### src/rtl/cpu_control_unit.sv
// Multi-cycle control unit for the 20-bit SuperSpeed CPU.
// Ports: clk, rst (sync, active-high), inst, pc_overflow in;
//   datapath strobes, mux selects, alu_select, register
//   indices, imm_offset and addr out.
module cpu_control_unit (
  input  logic        clk,
  input  logic        rst,
  input  logic [19:0] inst,
  input  logic        pc_overflow,
  output logic        fetch,
  output logic        alu_control,
  output logic        reg_read,
  output logic        reg_write,
  output logic        mem_read,
  output logic        mem_write,
  output logic        pc_read,
  output logic        pc_write,
  output logic        imm,
  output logic        reg_w_select,
  output logic        pc_r_select,
  output logic        pc_w_select,
  output logic        be_select,
  output logic [2:0]  alu_select,
  output logic [3:0]  dr,
  output logic [3:0]  sr1,
  output logic [3:0]  sr2,
  output logic [19:0] imm_offset,
  output logic [9:0]  addr
);

  typedef enum logic [2:0] {
    FETCH,
    DECODE,
    EXECUTE,
    MEMWAIT,
    WRITEBACK,
    HALT
  } state_t;

  typedef struct packed {
    logic       fetch;
    logic       alu_control;
    logic       reg_read;
    logic       reg_write;
    logic       mem_read;
    logic       mem_write;
    logic       pc_read;
    logic       pc_write;
    logic       imm;
    logic       reg_w_select;
    logic       pc_r_select;
    logic       pc_w_select;
    logic       be_select;
    logic [2:0] alu_select;
  } ctl_t;

  state_t      state;
  state_t      state_nxt;
  ctl_t        ctl;
  ctl_t        ctl_nxt;
  logic [19:0] ir;
  logic [3:0]  op;
  logic        live;
  logic        zimm;
  logic        swap;

  assign op = ir[19:16];

  always_comb begin
    state_nxt = state;
    unique case (state)
      FETCH:     state_nxt = DECODE;
      DECODE:    state_nxt = (op == 4'd15) ? HALT : EXECUTE;
      EXECUTE:   state_nxt = (op == 4'd6) ? MEMWAIT : FETCH;
      MEMWAIT:   state_nxt = WRITEBACK;
      WRITEBACK: state_nxt = FETCH;
      HALT:      state_nxt = HALT;
      default:   state_nxt = FETCH;
    endcase
    if (pc_overflow)
      state_nxt = HALT;
  end

  // Strobes are registered: they are computed for the state being
  // entered. IR is already loaded whenever EXECUTE is next.
  always_comb begin
    ctl_nxt = '0;
    unique case (state_nxt)
      FETCH:  ctl_nxt.fetch = 1'b1;
      DECODE: ctl_nxt.reg_read = 1'b1;
      EXECUTE: begin
        case (op)
          4'd0, 4'd1, 4'd2, 4'd3, 4'd4, 4'd5: begin
            ctl_nxt.alu_control  = 1'b1;
            ctl_nxt.reg_write    = 1'b1;
            ctl_nxt.reg_w_select = 1'b1;
            ctl_nxt.imm          = (op == 4'd1) || (op == 4'd3);
            case (op)
              4'd2, 4'd3: ctl_nxt.alu_select = 3'b001;
              4'd4:       ctl_nxt.alu_select = 3'b010;
              4'd5:       ctl_nxt.alu_select = 3'b011;
              default:    ctl_nxt.alu_select = 3'b000;
            endcase
          end
          4'd6: ctl_nxt.mem_read = 1'b1;
          4'd7: ctl_nxt.mem_write = 1'b1;
          4'd8: begin
            ctl_nxt.pc_write    = 1'b1;
            ctl_nxt.pc_w_select = 1'b1;
            ctl_nxt.be_select   = 1'b1;
            ctl_nxt.alu_select  = 3'b111;
          end
          4'd9, 4'd10, 4'd11: begin
            ctl_nxt.pc_write    = 1'b1;
            ctl_nxt.pc_w_select = 1'b1;
            ctl_nxt.be_select   = 1'b1;
            ctl_nxt.imm         = 1'b1;
            ctl_nxt.alu_select  = 3'(op - 4'd5);
          end
          4'd12: begin
            ctl_nxt.pc_write = 1'b1;
            ctl_nxt.imm      = 1'b1;
          end
          4'd13: begin
            ctl_nxt.pc_r_select  = 1'b1;
            ctl_nxt.pc_read      = 1'b1;
            ctl_nxt.imm          = 1'b1;
            ctl_nxt.reg_write    = 1'b1;
            ctl_nxt.reg_w_select = 1'b1;
          end
          default: ;
        endcase
      end
      MEMWAIT:   ctl_nxt.mem_read = 1'b1;
      WRITEBACK: ctl_nxt.reg_write = 1'b1;
      default: ;
    endcase
  end

  always_ff @(posedge clk) begin
    if (rst) begin
      state     <= FETCH;
      ir        <= '0;
      ctl       <= '0;
      ctl.fetch <= 1'b1;
    end else begin
      state <= state_nxt;
      ctl   <= ctl_nxt;
      if (state == FETCH)
        ir <= inst;
    end
  end

  assign live = !rst && (state != HALT);

  // Branches and JR compare against zero through the ALU.
  assign zimm = (op >= 4'd9) && (op <= 4'd12);
  assign swap = zimm || (op == 4'd7);

  assign {fetch, alu_control, reg_read, reg_write,
          mem_read, mem_write, pc_read, pc_write,
          imm, reg_w_select, pc_r_select, pc_w_select,
          be_select, alu_select} = live ? ctl : '0;

  assign dr  = live ? ir[15:12] : '0;
  assign sr1 = live ? (swap ? ir[15:12] : ir[11:8]) : '0;
  assign sr2 = (live && !swap) ? ir[7:4] : '0;
  assign imm_offset =
    (live && !zimm) ? {{12{ir[7]}}, ir[7:0]} : '0;
  assign addr = live ? ir[9:0] : '0;

endmodule

### config.mk
export PLATFORM = sky130hd
export DESIGN_NAME = cpu_control_unit
export DESIGN_NICKNAME = d
export VERILOG_FILES = /design/src/rtl/cpu_control_unit.sv
export SDC_FILE = /design/constraint.sdc
export NUM_CORES = 1
export LEC_CHECK = 0
export BUFFER_PORTS_ARGS = -buffer_cell sky130_fd_sc_hd__buf_2
export CAP_MARGIN = 20
export CELL_PAD_IN_SITES_DETAIL_PLACEMENT = 1
export CELL_PAD_IN_SITES_GLOBAL_PLACEMENT = 1
export CORE_AREA = 2 2 84 86
export DETAILED_ROUTE_END_ITERATION = 8
export DIE_AREA = 0 0 86 88
export PLACE_DENSITY = 0.76
export SLEW_MARGIN = 20
export SYNTH_ARGS = -nofsm -noshare
export SYNTH_HDL_FRONTEND = slang
export SYNTH_SLANG_ARGS = --single-unit
export TNS_END_PERCENT = 20
### constraint.sdc
create_clock -name clk -period 1.7 [get_ports clk]
set_input_delay 0.085 -clock clk [delete_from_list [all_inputs] [get_ports clk]]
set_output_delay 0.085 -clock clk [all_outputs]
set_load 0.02 [all_outputs]
== After elaboration in Yosys (flattened, before gate mapping) ==
Cells that the tools add are included.
Widths: inputs -> output; s select.
Storage, ports and cells
  input port bits: 23
  output and inout bits: 58
  word-level logic and storage cells: 87
  register bits: 38
Cells by class
  muxes and demuxes: 25
  reductions and logical operators: 20
  $add $sub $neg: 1
  eq/ne operators: 23
  bitwise gates (word level): 1
  order comparisons: 2
Operator list (number)
  $eq 4x4->1 const B: 7
  $mux 20: 1
  $eq 4x3->1 const B: 4
  $mux 16: 1
  $mux 4: 4
  $pmux 3 s5: 1
  $eq 3x2->1 const B: 4
  $mux 10: 1
  $reduce_or 5->1: 2
  $pmux 3 s3: 1
  $eq 4x2->1 const B: 2
  $mux 1: 8
  $reduce_or 7->1: 1
  $eq 3x1->1 const B: 2
  $eq 3x3->1 const B: 2
  $logic_not 3->1: 2
  $mux 3: 2
  $pmux 1 s2: 3
  $pmux 2 s3: 1
  $reduce_or 6->1: 1
  $eq 4x1->1 const B: 1
  $ge 4x4->1 const B: 1
  $le 4x4->1 const B: 1
  $logic_and 1x1->1: 4
  10 further kinds: 15

== Logic depth before layout (Yosys ltp) ==
Gate-level depths: netlist (run 1).
  depth in word-level cells: 7
  mapped depth: 7
  depth with buffers taken out: 6

== Worst setup path before layout (run 1) ==
No wires, ideal clock.
  kind: register to output
  start: register ir[17]
  end: output imm_offset[10]
  stages on the path, launching flop included: 8
  slack: -0.228 ns
  data arrival time: 1.843 ns
  required time: 1.615 ns
  path buffers: 2
  cells stage by stage: dfxtp_1 -> inv_1 -> ha_1 -> buf_2 -> nor3b_1 -> or3_4 -> and3_1 -> buf_4
On the way
  word-level cells in the longest chain between the ends: 5
  elaborated cells between the ends (all ways): 6
  those cells by class: order compare (2); mux (1); reduce/logical (3)
RTL lines
  from (decl): RTL line 61  | logic [19:0] ir;
  from (signal assigned): RTL line 150  | ir <= inst;
  $ge 4x4->1 or $le 4x4->1 (tied branches): RTL line 157  | assign zimm = (op >= 4'd9) && (op <= 4'd12);
  $logic_and 1x1->1 *: RTL line 157
  $logic_not 1->1 *: RTL line 169  | (live && !zimm) ? {{12{ir[7]}}, ir[7:0]} : '0;
  $logic_and 1x1->1 *: RTL line 169
  $mux 20 *: RTL line 169
  to (decl): RTL line 27  | output logic [19:0] imm_offset,
Mark *: on every way between the ends. The rest lies on a longest branch, timed or not.

== Worst setup path after layout (run 1) ==
  start: register ir[17]
  end: output imm_offset[6]
Same word-level chain as after synthesis.

==> impl_metrics.csv, run 1 <==
group,metric,value,unit
synth,yosys_warnings,0,
layout,drive_above_1_share,0.478,
detailed_routing,ant_nets,0,
synth,syn_nets,279,
synth,avgSynthCellArea,7.84,sq um
clock_network,htreeDepth,2,
layout,multiInputGateArea,1180,sq um
layout,seq_area,724,sq um
floorplan,core,6640,sq um
global_routing,grt_use_total,0.158,
pwr,internal_power,0.00168,W
synth,ys_ff_latch,36,
sta,layout_worst_path_cycle_share,1.17,
place,dp.cells,407,
pwr,peakVddDrop,346,uV
sta,max_freq,501,MHz
sta,slew_viol_final,0,
floorplan,io_pins,81,
sta,hold_ws,25.1,ps
layout,area_delta_synth_final,49.6,%
sta,grt_setup_unrepaired,"yes",
layout,antennaDiodeCount,0,
critical_path,critical-path-top-delay-family,"simple AND/OR/NAND/NOR gates",
pwr,p_sw,0.000676,W
synth,syn-cell-area,1970,sq um
pwr,combinationalPowerShare,0.257,
critical_path,crit_chain,"inv_4 -> ha_4 -> nor3b_4 -> or3_4 -> buf_6 -> and3_4 -> buf_6",
sta,fin_ws,-296,ps
detailed_routing,drt_iter0_drc,54,
floorplan,initial_core_util,0.296,
synth,synth.distinct_cells,41,
floorplan,die_h,88,um
place,io_buffers,80,
global_routing,grt_pass1_vias,1997,
detailed_routing,drcViolationCount,0,
pwr,switching_share,0.287,
synth,syn_inst,251,
floorplan,fp.dieW,86,um
floorplan,rows,30,
pwr,pwr-share-seq,0.394,
detailed_routing,wl_per_cell,14.5,um
clock_network,numClockSinks,36,
run_status,violations,"setup timing",
critical_path,worstPathArrival,1910,ps
floorplan,dieArea,7570,sq um
synth,ys_seq_area_frac,0.366,
layout,finalCoreUtilization,0.443,
global_routing,grt_pass1_wl,9.49,mm
sta,min_period,2000,ps
critical_path,critPathKind,"reg -> out",
hold_path,holdCritPathClass,"in -> reg",
detailed_routing,drt_wl_total,6.11,mm
critical_path,worst-path-max-fanout,6,
pwr,clkPwrFrac,0.348,
clock_network,cts-root-buf,"clkbuf_8",
clock_network,cts-buffers-inserted,5,
place,routabilityCongestion,0.799,
sta,worst_pin_slew,407,ps
sta,timing.slew.headroom,0.729,
flow_run,max_cap_viol_count,0,
critical_path,crit_top_cell,"buf_6",
detailed_routing,routed-via-count,1984,
sta,hold_violations,0,
global_routing,grt_max_degree,21,
critical_path,crit_path_end_kind,"primary output",
global_routing,antenna_found_initial,0,
layout,final-instance-count-excl-fill,421,
critical_path,startpoint_type,"flip-flop",
critical_path,max_stage_delay,460,ps
clock_network,clk_latency,290,ps
run_status,outcome,"finished, violations left",
detailed_routing,dr.pass1.iters,4,
clock_network,cts_tree,"done",
layout,layout.nets,368,
pwr,power_leakage,1.42,nW
global_routing,grt_overflow,0,
layout,fill_cells,811,
critical_path,cp.required,1620,ps
place,dp.final_hpwl,4.23,mm
pwr,p_per_area,802,nW/um^2
detailed_routing,viasPerCell,4.71,
clock_network,clk_pin_slew_worst_paths,70,ps
critical_path,slowest_stage,"or3_4",
critical_path,crit_buf_inv,3,
sta,setup_viol,29,
sta,finalClockSkew,5.42,ps
clock_network,clock_path_buffers,2,
[final cells by class]
cell class | instances | share of cell area
Clock buffer | 7 | 0.0327
Clock inverter | 1 | 0.0102
Tap cell | 80 | 0.0340
Timing Repair Buffer | 114 | 0.266
Inverter | 8 | 0.0111
Sequential cell | 36 | 0.246
Multi-Input combinational cell | 175 | 0.400
[tightest hold or removal path: cells and delay by family]
kind	cells	cell delay, ps
AO/OA/AOI/OAI	1	50
buffers and inverters	1	100
AND/OR/NAND/NOR	1	50
[per-layer routing]
layer,track usage,vias to the layer above,part of all wire
met2,0.294,53,0.53
met5,0,-,0
met4,0.0577,0,0.018
met1,0.179,929,0.41
li1,-,996,-
met3,0.0330,6,0.047
[registers in the layout, summed over array words and instances (netlist names)]
register	cells
ctl	13
ir	20
state	3
[cells in the final DEF, fill, tap and decap left out, types with 2 or more instances in the layout]
cell type  instances
a2111oi_2          2
a21oi_1           28
and2_1            23
and3_4            12
buf_2             63
buf_4             32
buf_6             17
clkbuf_8           7
dfxtp_1           33
dfxtp_2            3
ha_4               4
inv_1              6
nand2_1           47
nand3_1            2
nor2_1            16
nor3_1             4
nor4_1             2
o21ai_0            5
[Yosys cell counts (all sizes together)]
master	count	area share
or3	2	0.0089
a21o	1	0.0038
nand2	47	0.090
nor4b	1	0.0076
nor4	2	0.0064
o21a	1	0.0038
a2111oi	2	0.015
mux2i	1	0.0051
o21ai	5	0.013
a211oi	1	0.0038
and3	13	0.041
a21boi	2	0.0076
nor3b	1	0.0038
nor2	16	0.031
nand4	1	0.0032
a21oi	30	0.084
a31oi	2	0.0095
nor3	5	0.013
ha	5	0.032
nor2b	3	0.013
nand3	3	0.0076
inv	8	0.015
nand2b	1	0.0032
and2	24	0.076
o221a	1	0.0057
buf	25	0.090
a221oi	1	0.0045
o31ai	1	0.0038
clkbuf	7	0.014
dfxtp	36	0.37
o21bai	1	0.0038
nand3b	2	0.014
[power by group through the flow]
stage / clock, W / combinational [W] / sequential (W)
after floorplan: 0 / 0.000341 / 0.000932
final: 0.000822 / 0.000607 / 0.000930
after CTS: 0.000847 / 0.000578 / 0.000928
after global placement: 0 / 0.000500 / 0.000942
after detailed placement: 0 / 0.000513 / 0.000945
after global routing: 0.000879 / 0.000662 / 0.000937
[cells by family (layout without fill, tap and decap cells)]
| group | after synthesis | count (layout) | share of synthesized area |
|---|---|---|---|
| compound gates | 48 | 48 | 0.158 |
| simple gates | 121 | 121 | 0.319 |
| mux | 1 | 1 | 0.00509 |
| buf+inv | 40 | 130 | 0.120 |
| fa+ha+maj | 5 | 5 | 0.0318 |
| flops | 36 | 36 | 0.366 |
[stage by stage]
step | TNS, ps | instance area [sq um] | worst slack [ps] | power (W)
2_1_floorplan | -53.4 | 1970 | -31.4 | 0.00127
3_3_place_gp | -244 | 2490 | -31.7 | 0.00144
3_5_place_dp | -1270 | 2490 | -102 | 0.00146
4_1_cts | -7750 | 2850 | -294 | 0.00235
5_1_grt | -9270 | 2940 | -349 | 0.00248
6_report | -7430 | 2940 | -296 | 0.00236
[worst paths after layout]
path | startpoint | to | slack, ps | cells past startpoint
worst max register to register | ir[17] | ctl[11] | -100 | 7
worst max-delay path | ir[17] | imm_offset[6] | -300 | 7
worst min register to register | ir[11] | ir[11] | 460 | 2
worst min-delay path | inst[18] | ir[18] | 30 | 3
[timing repair]
item,4_1_cts,5_1_grt
setup buffers,1,5
setup endpoints to repair,32,41
pin swaps,4,6
gates resized for setup,60,12
hold buffers,0,0
No activity file was read; power rests on OpenSTA's default activity.
==> run 2: changes to the inputs <==
--- a/config.mk
+++ b/config.mk
@@ -15,2 +15,3 @@
 export PLACE_DENSITY = 0.76
+export REMOVE_ABC_BUFFERS = 1
 export SLEW_MARGIN = 20
==> constraint.sdc (replaced) <==
create_clock -name clk -period 1.7 [get_ports clk]
set_input_delay 0.255 -clock clk [delete_from_list [all_inputs] [get_ports clk]]
set_output_delay 0.255 -clock clk [all_outputs]
set_load 0.02 [all_outputs]
==> run 2 against run 1 <==
The flow still finishes with violations (setup timing). Sequential cell count stayed put. Utilization is 2.1 points higher. Worst setup slack worse by 110 ps. Register-to-register slack better by 140 ps. Combinational power is 6.3% higher. Via count is 2.2% higher. Maximum frequency is 5.1% lower. Largest power group unchanged.
==> impl_metrics.csv, run 2 (same netlist as run 1, synthesis figures left out) <==
group,metric,value,unit
run_status,outcome,"finished, violations left",
run_status,violations,"setup timing",
sta,worst_pin_slew,330,ps
detailed_routing,dr.pass1.iters,4,
floorplan,dieArea,7570,sq um
sta,hold_violations,0,
detailed_routing,wl_per_cell,15.8,um
place,io_buffers,80,
global_routing,grt_overflow,0,
layout,layout.nets,366,
layout,layout_commonest_cell,"nand2_1",
pwr,power_leakage,1.45,nW
floorplan,initial_core_util,0.296,
clock_network,numClockSinks,36,
layout,top_register,"ir",
global_routing,grt_use_total,0.163,
clock_network,htreeDepth,2,
clock_network,clk_latency,290,ps
place,dp.final_hpwl,4.34,mm
detailed_routing,routed-via-count,2028,
layout,antennaDiodeCount,0,
clock_network,cts-buffers-inserted,5,
clock_network,cts_hold_buf,0,
global_routing,grt_max_degree,22,
sta,min_period,2100,ps
detailed_routing,viasPerCell,4.84,
detailed_routing,ant_nets,0,
layout,postLayoutCellArea,3080,sq um
detailed_routing,drt_iter0_drc,55,
detailed_routing,drcViolationCount,0,
critical_path,cp.required,1440,ps
critical_path,worst-path-max-fanout,8,
hold_path,holdCritPathClass,"in -> reg",
critical_path,crit_path_end_kind,"primary output",
clock_network,cts-root-buf,"clkbuf_8",
floorplan,io_pins,81,
clock_network,clock_path_buffers,2,
sta,finalClockSkew,10.8,ps
place,routabilityCongestion,0.816,
layout,area_delta_synth_final,56.6,%
layout,reg_top3,"ir: 20 flops, ctl: 13 flops, state: 3 flops",
pwr,peakVddDrop,476,uV
detailed_routing,drt_wl_total,6.64,mm
place,post-place-ws,-305,ps
floorplan,die_h,88,um
critical_path,worstPathArrival,1850,ps
clock_network,clk_pin_slew_worst_paths,80,ps
floorplan,fp.dieW,86,um
sta,setup_viol,28,
floorplan,rows,30,
global_routing,grt_pass1_wl,9.71,mm
critical_path,critPathKind,"reg -> out",
sta,layout_worst_path_cycle_share,1.24,
critical_path,startpoint_type,"flip-flop",
layout,finalCoreUtilization,0.463,
layout,final_cell_mix,"nand2_1 (45), buf_2 (41), buf_4 (34), dfxtp_1 (32), buf_6 (32)",
floorplan,core,6640,sq um
sta,fin_ws,-403,ps
flow_run,max_cap_viol_count,0,
place,placed_cell_area,2510,sq um
sta,grt_setup_unrepaired,"yes",
sta,max_freq,475,MHz
sta,timing.slew.headroom,0.778,
pwr,p_per_area,782,nW/um^2
layout,drive_above_1_share,0.496,
global_routing,grt_pass1_vias,2064,
clock_network,cts_tree,"done",
layout,largest_reg_flops,20,
global_routing,antenna_found_initial,0,
sta,slew_viol_final,0,
==> run 2: cell types whose count changed in the layout (fill, tap and decap cells not counted), moves of 3 or more <==
| cell | delta |
|---|---|
| and2_4 | +7 |
| a21oi_1 | -3 |
| buf_6 | +15 |
| a21oi_2 | +3 |
| and3_1 | +9 |
| and2_1 | -7 |
| and3_4 | -8 |
| buf_2 | -22 |
==> run 2: worst paths after layout <==
path / depth (start not counted) / end / startpoint / slack (ps)
setup reg to reg: 8 / ctl[12] / ir[17] / 40
hold / removal: 3 / ir[7] / inst[7] / 190
setup / recovery: 6 / imm_offset[10] / ir[17] / -400
hold reg to reg: 2 / ir[12] / ir[12] / 470
==> run 2: worst max-delay path: stages, from the launching register on <==
cell,delay [ps]
dfxtp_2,370
inv_4,70
ha_4,160
nor3b_4,150
or3_4,410
and3_4,250
buf_6,140
==> run 2: metal layers <==
layer,track usage,share of wire
met5,0,0
met4,0.0750,0.016
met3,0.0292,0.033
met2,0.302,0.53
met1,0.181,0.42
==> run 2: cell type report <==
cell class / instances / area [sq um]
clock inverters: 1 / 30.0
flip-flops and latches: 36 / 728
fillers: 789 / 3560
repair buffers: 110 / 876
inverters: 8 / 35.0
multi-input cells: 177 / 1210
clock buffers: 7 / 96.3
well taps: 80 / 100
==> run 2: where the power goes <==
group / internal (W) / switching, W
logic: 0.000288 / 0.000356
registers: 0.000892 / 0.0000375
clock network: 0.000518 / 0.000318
total: 0.00170 / 0.000711
==> run 2: through the flow <==
step	std cells	total power, W	hold WS (ps)	TNS (ps)
global route	419	0.00251	198	-12090
finish	419	0.00241	192	-10400
global placement	408	0.00145	444	-4280
CTS	418	0.00234	182	-10900
floorplan	219	0.00122	324	-23290
detailed placement	408	0.00146	454	-6320
==> run 2: repair_timing <==
action / in CTS / in global routing
gates cloned: 2 / 0
endpoints found under the setup margin: 51 / 68
pin swaps: 6 / 13
resized for setup: 41 / 85
buffers inserted: 0 / 1
